===== config.mk =====
export PLATFORM = sky130hd
export DESIGN_NAME = cnv_ctrl_flat
export DESIGN_NICKNAME = d
export VERILOG_FILES = /design/src/rtl/cnv_pkg.sv /design/src/rtl/cnv_if.sv /design/src/rtl/cnv_scan_cnt.sv /design/src/rtl/cnv_ctrl.sv /design/src/flat_wrapper.sv
export SDC_FILE = /design/constraint.sdc
export NUM_CORES = 1
export LEC_CHECK = 0
export CORE_ASPECT_RATIO = 0.8
export CORE_MARGIN = 1.5
export CORE_UTILIZATION = 46
export DETAILED_ROUTE_END_ITERATION = 8
export HOLD_SLACK_MARGIN = 0.06
export PLACE_DENSITY = 0.81
export SKIP_CTS_REPAIR_TIMING = 1
export SYNTH_ARGS = -nofsm -noshare
export SYNTH_HDL_FRONTEND = slang
export SYNTH_SLANG_ARGS = --single-unit

===== constraint.sdc =====
create_clock -name clk -period 2.2 [get_ports clk]
set_clock_uncertainty 0.15 [all_clocks]
set_input_delay 0.55 -clock clk [delete_from_list [all_inputs] [get_ports clk]]
set_output_delay 0.55 -clock clk [all_outputs]
set_load 0.02 [all_outputs]

===== src/rtl/cnv_pkg.sv =====
// rtl/cnv_pkg.sv - shared state type and constants for the layer-0 conv frame sequencer
package cnv_pkg;

    localparam int CNV_WIDTH    = 320;
    localparam int CNV_HEIGHT   = 320;
    localparam int CNV_NUM_FILT = 16;
    localparam int CNV_COORD_W  = 12;
    localparam int CNV_WADDR_W  = 5;

    typedef enum logic [2:0] {
        CNV_IDLE   = 3'd0,
        CNV_LOAD_W = 3'd1,
        CNV_RUN    = 3'd2,
        CNV_DRAIN  = 3'd3,
        CNV_DONE   = 3'd4
    } cnv_state_t;

endpackage


===== src/rtl/cnv_if.sv =====
// rtl/cnv_if.sv - control, weight-load, pixel-issue and result signals of the conv sequencer
interface cnv_if #(
    parameter int ADDR_W = 17
);
    import cnv_pkg::*;

    logic                   start_i;
    logic                   stall_i;
    logic                   mac_vld_i;
    logic                   w_load_o;
    logic [CNV_WADDR_W-1:0] w_addr_o;
    logic [CNV_COORD_W-1:0] row_o;
    logic [CNV_COORD_W-1:0] col_o;
    logic                   ctrl_data_run_o;
    logic                   out_vld_o;
    logic [ADDR_W-1:0]      out_addr_o;
    logic                   busy_o;
    logic                   frame_done_o;
    logic [31:0]            perf_cyc_o;
    logic [31:0]            perf_stall_o;

    // sequencer side
    modport slave (
        input  start_i, stall_i, mac_vld_i,
        output w_load_o, w_addr_o, row_o, col_o, ctrl_data_run_o,
        output out_vld_o, out_addr_o, busy_o, frame_done_o,
        output perf_cyc_o, perf_stall_o
    );

    // layer FSM / datapath side
    modport master (
        output start_i, stall_i, mac_vld_i,
        input  w_load_o, w_addr_o, row_o, col_o, ctrl_data_run_o,
        input  out_vld_o, out_addr_o, busy_o, frame_done_o,
        input  perf_cyc_o, perf_stall_o
    );

endinterface


===== src/rtl/cnv_scan_cnt.sv =====
// rtl/cnv_scan_cnt.sv - row/col raster counter with enable, wrap and last-pixel flag
module cnv_scan_cnt
    import cnv_pkg::*;
#(
    parameter int WIDTH  = CNV_WIDTH,
    parameter int HEIGHT = CNV_HEIGHT
) (
    input  logic                   clk,
    input  logic                   i_rst,
    input  logic                   i_clr,
    input  logic                   i_en,
    output logic [CNV_COORD_W-1:0] o_row,
    output logic [CNV_COORD_W-1:0] o_col,
    output logic                   o_last
);

    localparam logic [CNV_COORD_W-1:0] LAST_COL = CNV_COORD_W'(WIDTH - 1);
    localparam logic [CNV_COORD_W-1:0] LAST_ROW = CNV_COORD_W'(HEIGHT - 1);
    localparam logic [CNV_COORD_W-1:0] ONE      = CNV_COORD_W'(1);

    logic [CNV_COORD_W-1:0] r_row;
    logic [CNV_COORD_W-1:0] r_col;
    logic                   w_col_end;
    logic                   w_last;

    assign w_col_end = (r_col == LAST_COL);
    assign w_last    = w_col_end && (r_row == LAST_ROW);

    // step one pixel per enabled cycle; after the last pixel return to the origin
    always_ff @(posedge clk) begin
        if (i_rst || i_clr) begin
            r_row <= '0;
            r_col <= '0;
        end else if (i_en) begin
            if (w_col_end) begin
                r_col <= '0;
                r_row <= w_last ? '0 : r_row + ONE;
            end else begin
                r_col <= r_col + ONE;
            end
        end
    end

    assign o_row  = r_row;
    assign o_col  = r_col;
    assign o_last = w_last;

endmodule


===== src/rtl/cnv_ctrl.sv =====
// rtl/cnv_ctrl.sv - layer-0 conv frame sequencer; CNV_CTRL_PERF_EN adds busy/stall cycle counters
module cnv_ctrl
    import cnv_pkg::*;
#(
    parameter int WIDTH    = CNV_WIDTH,
    parameter int HEIGHT   = CNV_HEIGHT,
    parameter int NUM_FILT = CNV_NUM_FILT,
    parameter int ADDR_W   = 17
) (
    input logic  clk,
    input logic  rstn,
    cnv_if.slave bus
);

    localparam logic [2:0] S_IDLE   = CNV_IDLE;
    localparam logic [2:0] S_LOAD_W = CNV_LOAD_W;
    localparam logic [2:0] S_RUN    = CNV_RUN;
    localparam logic [2:0] S_DRAIN  = CNV_DRAIN;
    localparam logic [2:0] S_DONE   = CNV_DONE;

    localparam logic [CNV_WADDR_W-1:0] W_LAST  = CNV_WADDR_W'(NUM_FILT - 1);
    localparam logic [CNV_WADDR_W-1:0] W_ONE   = CNV_WADDR_W'(1);
    localparam logic [ADDR_W-1:0]      N_PIX   = ADDR_W'(WIDTH * HEIGHT);
    localparam logic [ADDR_W-1:0]      CNT_ONE = ADDR_W'(1);

    logic [2:0]             r_state;
    logic [2:0]             w_state_nxt;
    logic                   r_w_load;
    logic [CNV_WADDR_W-1:0] r_w_addr;
    logic                   r_run;
    logic                   r_out_vld;
    logic [ADDR_W-1:0]      r_out_addr;
    logic [ADDR_W-1:0]      r_out_cnt;
    logic                   r_busy;
    logic                   r_done;

    logic [CNV_COORD_W-1:0] w_row;
    logic [CNV_COORD_W-1:0] w_col;
    logic                   w_last;
    logic                   w_issue;
    logic                   w_acc;
    logic                   w_run_nxt;
    logic                   w_scan_clr;

    // a pixel leaves only when RUN is presenting it with the run strobe up
    assign w_issue    = (r_state == S_RUN) && r_run;
    // results count only while a frame is in flight, and never past the frame size
    assign w_acc      = bus.mac_vld_i && ((r_state == S_RUN) || (r_state == S_DRAIN))
                        && (r_out_cnt != N_PIX);
    assign w_scan_clr = (r_state == S_DONE);

    cnv_scan_cnt #(
        .WIDTH  (WIDTH),
        .HEIGHT (HEIGHT)
    ) u_scan (
        .clk    (clk),
        .i_rst  (rstn),
        .i_clr  (w_scan_clr),
        .i_en   (w_issue),
        .o_row  (w_row),
        .o_col  (w_col),
        .o_last (w_last)
    );

    // next-state decision for the frame sequence
    always_comb begin
        w_state_nxt = r_state;
        case (r_state)
            S_IDLE:   if (bus.start_i)              w_state_nxt = S_LOAD_W;
            S_LOAD_W: if (r_w_addr == W_LAST)       w_state_nxt = S_RUN;
            S_RUN:    if (w_issue && w_last)        w_state_nxt = S_DRAIN;
            S_DRAIN:  if (r_out_cnt == N_PIX)       w_state_nxt = S_DONE;
            S_DONE:                                 w_state_nxt = S_IDLE;
            default:                                w_state_nxt = S_IDLE;
        endcase
    end

    // the first RUN cycle always issues; afterwards a stall seen now blanks next cycle
    assign w_run_nxt = (w_state_nxt == S_RUN) && ((r_state == S_LOAD_W) || !bus.stall_i);

    // state and the registered control outputs derived from the next state
    always_ff @(posedge clk) begin
        if (rstn) begin
            r_state  <= S_IDLE;
            r_w_load <= 1'b0;
            r_w_addr <= '0;
            r_run    <= 1'b0;
            r_busy   <= 1'b0;
            r_done   <= 1'b0;
        end else begin
            r_state  <= w_state_nxt;
            r_w_load <= (w_state_nxt == S_LOAD_W);
            r_w_addr <= ((r_state == S_LOAD_W) && (w_state_nxt == S_LOAD_W)) ? r_w_addr + W_ONE : '0;
            r_run    <= w_run_nxt;
            r_busy   <= (w_state_nxt != S_IDLE);
            r_done   <= (w_state_nxt == S_DONE);
        end
    end

    // result counter and linear output address; cleared at frame end
    always_ff @(posedge clk) begin
        if (rstn) begin
            r_out_vld  <= 1'b0;
            r_out_addr <= '0;
            r_out_cnt  <= '0;
        end else begin
            r_out_vld  <= w_acc;
            r_out_addr <= w_acc ? r_out_cnt : '0;
            if (r_state == S_DONE) begin
                r_out_cnt <= '0;
            end else if (w_acc) begin
                r_out_cnt <= r_out_cnt + CNT_ONE;
            end
        end
    end

`ifdef CNV_CTRL_PERF_EN
    logic [31:0] r_perf_cyc;
    logic [31:0] r_perf_stall;
    logic        w_start_acc;

    assign w_start_acc = (r_state == S_IDLE) && bus.start_i;

    // busy and RUN-stall cycle counters; restart with each accepted frame, hold afterwards
    always_ff @(posedge clk) begin
        if (rstn || w_start_acc) begin
            r_perf_cyc   <= '0;
            r_perf_stall <= '0;
        end else begin
            if (r_busy) begin
                r_perf_cyc <= r_perf_cyc + 32'd1;
            end
            if ((r_state == S_RUN) && bus.stall_i) begin
                r_perf_stall <= r_perf_stall + 32'd1;
            end
        end
    end

    assign bus.perf_cyc_o   = r_perf_cyc;
    assign bus.perf_stall_o = r_perf_stall;
`else
    assign bus.perf_cyc_o   = '0;
    assign bus.perf_stall_o = '0;
`endif

    assign bus.w_load_o        = r_w_load;
    assign bus.w_addr_o        = r_w_addr;
    assign bus.row_o           = w_row;
    assign bus.col_o           = w_col;
    assign bus.ctrl_data_run_o = r_run;
    assign bus.out_vld_o       = r_out_vld;
    assign bus.out_addr_o      = r_out_addr;
    assign bus.busy_o          = r_busy;
    assign bus.frame_done_o    = r_done;

endmodule


===== src/flat_wrapper.sv =====
// flat-port wrapper written by rule: the top's interface ports become plain ports
module cnv_ctrl_flat import cnv_pkg::*;
#(
    parameter int WIDTH    = CNV_WIDTH,
    parameter int HEIGHT   = CNV_HEIGHT,
    parameter int NUM_FILT = CNV_NUM_FILT,
    parameter int ADDR_W   = 17
)
  (clk, rstn, bus_start_i, bus_stall_i, bus_mac_vld_i, bus_w_load_o, bus_w_addr_o, bus_row_o, bus_col_o, bus_ctrl_data_run_o, bus_out_vld_o, bus_out_addr_o, bus_busy_o, bus_frame_done_o, bus_perf_cyc_o, bus_perf_stall_o);
  cnv_if #(.ADDR_W(ADDR_W)) bus_i ();
  input logic clk;
  input logic rstn;
  input wire logic [$bits(bus_i.start_i)-1:0] bus_start_i;
  input wire logic [$bits(bus_i.stall_i)-1:0] bus_stall_i;
  input wire logic [$bits(bus_i.mac_vld_i)-1:0] bus_mac_vld_i;
  output wire logic [$bits(bus_i.w_load_o)-1:0] bus_w_load_o;
  output wire logic [$bits(bus_i.w_addr_o)-1:0] bus_w_addr_o;
  output wire logic [$bits(bus_i.row_o)-1:0] bus_row_o;
  output wire logic [$bits(bus_i.col_o)-1:0] bus_col_o;
  output wire logic [$bits(bus_i.ctrl_data_run_o)-1:0] bus_ctrl_data_run_o;
  output wire logic [$bits(bus_i.out_vld_o)-1:0] bus_out_vld_o;
  output wire logic [$bits(bus_i.out_addr_o)-1:0] bus_out_addr_o;
  output wire logic [$bits(bus_i.busy_o)-1:0] bus_busy_o;
  output wire logic [$bits(bus_i.frame_done_o)-1:0] bus_frame_done_o;
  output wire logic [$bits(bus_i.perf_cyc_o)-1:0] bus_perf_cyc_o;
  output wire logic [$bits(bus_i.perf_stall_o)-1:0] bus_perf_stall_o;
  assign bus_i.start_i = bus_start_i;
  assign bus_i.stall_i = bus_stall_i;
  assign bus_i.mac_vld_i = bus_mac_vld_i;
  assign bus_w_load_o = bus_i.w_load_o;
  assign bus_w_addr_o = bus_i.w_addr_o;
  assign bus_row_o = bus_i.row_o;
  assign bus_col_o = bus_i.col_o;
  assign bus_ctrl_data_run_o = bus_i.ctrl_data_run_o;
  assign bus_out_vld_o = bus_i.out_vld_o;
  assign bus_out_addr_o = bus_i.out_addr_o;
  assign bus_busy_o = bus_i.busy_o;
  assign bus_frame_done_o = bus_i.frame_done_o;
  assign bus_perf_cyc_o = bus_i.perf_cyc_o;
  assign bus_perf_stall_o = bus_i.perf_stall_o;
  cnv_ctrl #(.WIDTH(WIDTH), .HEIGHT(HEIGHT), .NUM_FILT(NUM_FILT), .ADDR_W(ADDR_W)) u_core (.clk(clk), .rstn(rstn), .bus(bus_i));
endmodule

# Word level (Yosys, flattened, before mapping)
# Index checks and enable logic that the tools add are counted.
totals:
  register_bits: 71
  output_inout_bits: 115
  inputBits: 5
classes:
  n_reduce_logical: 17
  n_bitwise: 2
  n_eq_ne: 12
  add_sub_neg: 4
  mux: 7
ops:
  columns: ["op", "n"]
  rows:
  - ["adder 12 x 1 -> 12 bit (second input constant)", 2]
  - ["== test 12 x 9 -> 1 bit (second input constant)", 2]
  - ["two-way mux 12 bit", 2]
  - ["adder 17 x 1 -> 17 bit (second input constant)", 1]
  - ["== test 17 bit (second input constant)", 1]
  - ["inequality test 17 bit (second input constant)", 1]
  - ["two-way mux 3 bit", 4]
  - ["one-hot mux 3 bit (4 select lines)", 1]
  - ["== test 3 x 2 -> 1 bit (second input constant)", 3]
  - ["logical AND 1 bit", 7]
  - ["== test 3 x 1 -> 1 bit (second input constant)", 2]
  - ["== test 3 bit (second input constant)", 2]
  - ["OR reduction 2 bit", 3]
  - ["adder 5 x 1 -> 5 bit (second input constant)", 1]
  - ["== test 5 x 4 -> 1 bit (second input constant)", 1]
  - ["logical NOT 3 bit", 1]
  - ["logical OR 1 bit", 3]
  - ["nonzero test 3 bit", 1]
  - ["NOT 1 bit", 2]
  - ["AND reduction 2 bit", 1]
  - ["logical NOT 1 bit", 1]

# Longest topological paths before layout
logic_depth:
  ltp_word: 9
  depth_mapped: 7

# By module
# A second synthesis with hierarchy kept.
hier_totals:
  hier_cells: 396
  hier_area_um2: 3540.9
by_module_without_submodules:
  columns: ["module", "n_inst", "cells_per_inst", "seq_area_each_um2", "area_per_inst_um2"]
  rows:
  - ["cnv_ctrl", 1, 256, 940.9, 2339.7]
  - ["cnv_scan_cnt", 1, 140, 480.5, 1201.2]

# Worst setup path after synthesis
# Ideal clock, no wire load.
synth_path:
  kind: "register to register"
  startpoint: "reg u_core.u_scan.r_col[0] (netlist: u_core.u_scan.o_col[0])"
  endpoint: "reg u_core.u_scan.r_row[10] (netlist: u_core.u_scan.o_row[10])"
  setup_slack_ps: 136
  t_required_ps: 1978
  n_path_buf: 0
  path_stages_with_launch: 6
  setup_time_ps: 72
  arrival_time_ps: 1843
  path_cell_list: "dfxtp_1 > ha_1 > and4bb_1 > nand4_2 > or4_1 > a21oi_1"
synth_between:
  elab_chain_len: 3
  word_cells_on_any_way: 4
synth_rtl:
  columns: ["element", "line_no", "text"]
  rows:
  - ["start, declared", "cnv_scan_cnt.sv:22", "logic [CNV_COORD_W-1:0] r_col;"]
  - ["start signal, assigned", "cnv_scan_cnt.sv:39", "r_col <= r_col + ONE;"]
  - ["== test 12 x 9 -> 1 bit (*)", "cnv_scan_cnt.sv:26", "assign w_col_end = (r_col == LAST_COL);"]
  - ["logical AND 1 bit", "cnv_scan_cnt.sv:27", "assign w_last = w_col_end && (r_row == LAST_ROW);"]
  - ["two-way mux 12 bit", "cnv_scan_cnt.sv:37", "r_row <= w_last ? '0 : r_row + ONE;"]
  - ["end signal, assigned", "cnv_scan_cnt.sv:37", null]
  - ["end, declared", "cnv_scan_cnt.sv:21", "logic [CNV_COORD_W-1:0] r_row;"]
# Mark *: on every way between the ends. The rest lies on a longest branch, timed or not.
# A chain may end at the register's enable or synchronous reset.

# Final worst setup path
layout_path:
  startpoint: "reg u_core.u_scan.r_row[2] (netlist: u_core.u_scan.o_row[2])"
  endpoint: "out bus_row_o[2]"
layout_rtl:
  columns: ["element", "line_no", "text"]
  rows:
  - ["end, declared", "flat_wrapper.sv:18", "output wire logic [$bits(bus_i.row_o)-1:0] bus_row_o;"]
# No word-level cell between the ends.

==> metrics.txt <==
# TYPE chip_impl_metric gauge
chip_impl_info{name="run_status",value="complete, no violations"} 1
chip_impl_metric{name="number_of_synthesized_flops_with_an_enable_pin",unit=""} 0
chip_impl_metric{name="clockPowerShare",unit=""} 0.444
chip_impl_metric{name="remaining_drc_errors",unit=""} 0
chip_impl_metric{name="floorplan.rows",unit=""} 28
chip_impl_metric{name="final_cells",unit=""} 591
chip_impl_metric{name="initial_core_util",unit=""} 0.477
chip_impl_metric{name="gr-usage-all-layers",unit=""} 0.187
chip_impl_metric{name="grt_start_max_net_pins",unit=""} 26
chip_impl_metric{name="netlist_instances",unit=""} 405
chip_impl_metric{name="power.density_cell_area",unit="nW/um^2"} 603
chip_impl_info{name="rsz0062_at_grt",value="no"} 1
chip_impl_metric{name="total_number_of_vias",unit=""} 3048
chip_impl_info{name="leading_cell_type_by_number_of_instances_after_synthesis",value="sky130_fd_sc_hd__dfxtp_1"} 1
chip_impl_metric{name="sw_power",unit="W"} 0.000663
chip_impl_info{name="cts_root_buffer",value="sky130_fd_sc_hd__clkbuf_8"} 1
chip_impl_metric{name="final_layout_size_suffix_gt1_frac",unit=""} 0.103
chip_impl_metric{name="cts-htree-levels",unit=""} 3
chip_impl_metric{name="synth_area",unit="um^2"} 3560
chip_impl_metric{name="tightest_slew",unit="ns"} 0.512
chip_impl_metric{name="fraction_of_power_consumed_by_sequential_logic",unit=""} 0.490
chip_impl_metric{name="syn-mean-instance-area",unit="um^2"} 8.79
chip_impl_metric{name="placement.io_buffers",unit=""} 55
chip_impl_metric{name="dpl-instance-area",unit="um^2"} 4120
chip_impl_info{name="commonest_cells_in_the_synthesized_netlist",value="sky130_fd_sc_hd__dfxtp_1, sky130_fd_sc_hd__buf_4, sky130_fd_sc_hd__a21oi_1"} 1
chip_impl_metric{name="layout.cell_area.non_filler",unit="um^2"} 4370
chip_impl_metric{name="clkLatencyLatePin",unit="ns"} 0.34
chip_impl_metric{name="core_area",unit="um^2"} 7460
chip_impl_metric{name="p_sw_frac",unit=""} 0.252
chip_impl_info{name="path_cells",value="clkdlybuf4s50_1"} 1
chip_impl_metric{name="ys_types",unit=""} 47
chip_impl_info{name="synthTopCellsByArea",value="sky130_fd_sc_hd__dfxtp_1, sky130_fd_sc_hd__buf_4, sky130_fd_sc_hd__a21oi_1"} 1
chip_impl_metric{name="via_per_inst",unit=""} 5.16
chip_impl_info{name="path_delay_family",value="buffers and inverters"} 1
chip_impl_metric{name="first_pass_iters",unit=""} 4
chip_impl_metric{name="max-vdd-ir-drop",unit="V"} 0.000318
chip_impl_metric{name="share_comb_of_total_power",unit=""} 0.065
chip_impl_metric{name="detail_route.iter0.violations",unit=""} 218
chip_impl_metric{name="worst_slack",unit="ns"} 0.0623
chip_impl_metric{name="timing.critical_path.buf_inv",unit=""} 1
chip_impl_metric{name="antenna_left",unit=""} 0
chip_impl_metric{name="grt_pass1_wl",unit="um"} 12200
chip_impl_metric{name="totalWireLength",unit="um"} 7810
chip_impl_info{name="timing.critical_path.to_type",value="output pin"} 1
chip_impl_metric{name="ys_seq_elements",unit=""} 71
chip_impl_metric{name="antennaDiodeCount",unit=""} 0
chip_impl_metric{name="clkSlewWorstSetupHoldPaths",unit="ns"} 0.07
chip_impl_metric{name="globalRoute.totalOverflow",unit=""} 0
chip_impl_metric{name="finalMaxSlewViolations",unit=""} 0
chip_impl_metric{name="synth_largest_type_area_fraction",unit=""} 0.399
chip_impl_info{name="synth_top_cell_by_area",value="sky130_fd_sc_hd__dfxtp_1"} 1
chip_impl_metric{name="fin_nets",unit=""} 492
chip_impl_metric{name="inserted_clock_buffers",unit=""} 9
chip_impl_metric{name="routabilityCongestion",unit=""} 0.879
chip_impl_metric{name="fin_worst_hold_slack",unit="ns"} 0.332
chip_impl_info{name="worstHoldStart",value="u_core.bus.w_addr_o[0]"} 1
chip_impl_metric{name="ioPinCount",unit=""} 120
chip_impl_metric{name="seq_area_frac_synth",unit=""} 0.399
chip_impl_metric{name="worst-endpoint-arrival",unit="ns"} 1.44
chip_impl_metric{name="dieArea",unit="um^2"} 8280
chip_impl_metric{name="area_growth",unit="%"} 22.8
chip_impl_info{name="hold_class",value="register to register"} 1
chip_impl_metric{name="clk_path_buf_depth",unit=""} 2
chip_impl_metric{name="maxcap_violations",unit=""} 0
chip_impl_metric{name="asyncSetResetFlopFracSynth",unit=""} 0
chip_impl_metric{name="die-height",unit="um"} 81.7
chip_impl_info{name="sort_of_element_at_the_start_of_the_critical_path",value="register"} 1
chip_impl_metric{name="highest_cell_delay_on_the_worst_timing_path",unit="ns"} 0.65
chip_impl_metric{name="setup_viol",unit=""} 0
chip_impl_metric{name="place.detailed.instances",unit=""} 575
chip_impl_metric{name="antenna_violations_before_repair",unit=""} 0
chip_impl_metric{name="post_drt_wl_per_cell",unit="um"} 13.2
chip_impl_metric{name="hold_viol_final",unit=""} 0
chip_impl_metric{name="max_freq",unit="GHz"} 0.468
chip_impl_metric{name="cts.sinks",unit=""} 71
chip_impl_metric{name="hpwlAfterDp",unit="um"} 5720
chip_impl_info{name="setup.worst_path.class",value="register to output pin"} 1
chip_impl_metric{name="final_period_minus_worst_setup_slack",unit="ns"} 2.14
chip_impl_metric{name="slew-limit-headroom",unit=""} 0.656
chip_impl_info{name="ys.flop_type",value="sky130_fd_sc_hd__dfxtp_1"} 1
chip_impl_metric{name="p_int",unit="W"} 0.00197
chip_impl_metric{name="yosysWarningCount",unit=""} 0
chip_impl_metric{name="power",unit="W"} 0.00264
chip_impl_metric{name="post-route-period-util",unit=""} 0.972
chip_impl_info{name="timing.rr.start",value="u_core.u_scan.o_col[6]"} 1
chip_impl_metric{name="fp.dieW",unit="um"} 101
chip_impl_info{name="cts_tree",value="yes"} 1
chip_impl_metric{name="worstPathMaxFanout",unit=""} 7
chip_impl_metric{name="grt_pass1_vias",unit=""} 2639
chip_impl_metric{name="critical_path_required",unit="ns"} 1.50
chip_impl_info{name="crit_slowest_cell",value="sky130_fd_sc_hd__clkdlybuf4s50_1"} 1
chip_impl_info{name="startpoint",value="u_core.u_scan.o_row[2]"} 1
chip_impl_metric{name="leak_pwr",unit="nW"} 1.75
chip_impl_metric{name="pre_cts_slack",unit="ns"} -0.264
==> stage by stage <==
stage / TNS, ns / util
after CTS: 0 / 0.582
final: 0 / 0.586
after global placement: -1.51 / 0.551
after global routing: 0 / 0.586
after detailed placement: -1.86 / 0.551
after floorplan: 0 / -
==> layer usage <==
layer / GRT usage / wire [um] / share of wire / vias up
met4: 0.0528 / 93 / 0.012 / 0
met3: 0.0519 / 590 / 0.076 / 7
met5: 0 / 0 / 0 / -
li1: - / - / - / 1478
met1: 0.240 / 3410 / 0.44 / 1446
met2: 0.311 / 3720 / 0.48 / 117
==> power by group through the flow <==
stage / combinational (W) / clock [W] / sequential [W]
final: 0.000172 / 0.00117 / 0.00129
after global routing: 0.000185 / 0.00124 / 0.00129
after CTS: 0.000168 / 0.00119 / 0.00129
after detailed placement: 0.000168 / 0 / 0.00132
after global placement: 0.000166 / 0 / 0.00132
after floorplan: 0.000215 / 0 / 0.00133
==> sequential cells by signal, indices dropped and copies added (netlist names) <==
| signal | flops |
|---|---|
| u_core.r_out_cnt | 17 |
| u_core.bus.out_addr_o | 17 |
| u_core.r_state | 3 |
| u_core.bus.busy_o | 1 |
| u_core.bus.out_vld_o | 1 |
| u_core.bus.w_addr_o | 5 |
| u_core.bus.ctrl_data_run_o | 1 |
| u_core.u_scan.o_col | 12 |
| u_core.bus.w_load_o | 1 |
| u_core.u_scan.o_row | 12 |
| u_core.bus.frame_done_o | 1 |
==> cell type report <==
class,count,area (um^2)
clock buffers,9,124
clock inverters,7,104
fillers,658,3090
inverters,13,48.8
multi-input cells,307,1800
flip-flops and latches,71,1420
well taps,105,131
repair buffers,79,743
==> logic make-up (layout without fill, tap and decap cells) <==
family,after synthesis,after routing,synth area share
buf+inv,90,108,0.168
flops,71,71,0.399
other cells,1,64,0.00105
compound gates,59,59,0.0995
xor+xnor,13,13,0.0320
simple gates,164,164,0.276
mux,1,1,0.00281
fa+ha+maj,6,6,0.0211
==> cells in the final DEF, fill, tap and decap left out, drive strengths merged, types with 3 or more instances in the layout <==
| cell | count |
|---|---|
| and3 | 11 |
| inv | 15 |
| xnor2 | 4 |
| conb | 64 |
| ha | 6 |
| and4 | 5 |
| and2 | 9 |
| nor2 | 25 |
| nor4 | 12 |
| buf | 24 |
| nor2b | 3 |
| or2 | 4 |
| nand2 | 22 |
| clkdlybuf4s50 | 50 |
| o31ai | 10 |
| dlymetal6s2s | 5 |
| o21ai | 13 |
| a211o | 3 |
| a21oi | 26 |
| or3 | 11 |
| or4 | 11 |
| dfxtp | 71 |
| nand3 | 17 |
| nor3 | 4 |
| xor2 | 9 |
| clkbuf | 9 |
| nor4bb | 3 |
| nand4 | 17 |
==> final timing paths <==
path | endpoint | slack, ns | depth (start not counted)
worst min register to register | u_core.bus.w_addr_o[0] | 0.33 | 1
worst max-delay path | bus_row_o[2] | 0.06 | 1
worst max register to register | u_core.u_scan.o_row[8] | 0.15 | 4
worst min-delay path | u_core.bus.w_addr_o[0] | 0.33 | 1
(Power assumes the default switching activity.)
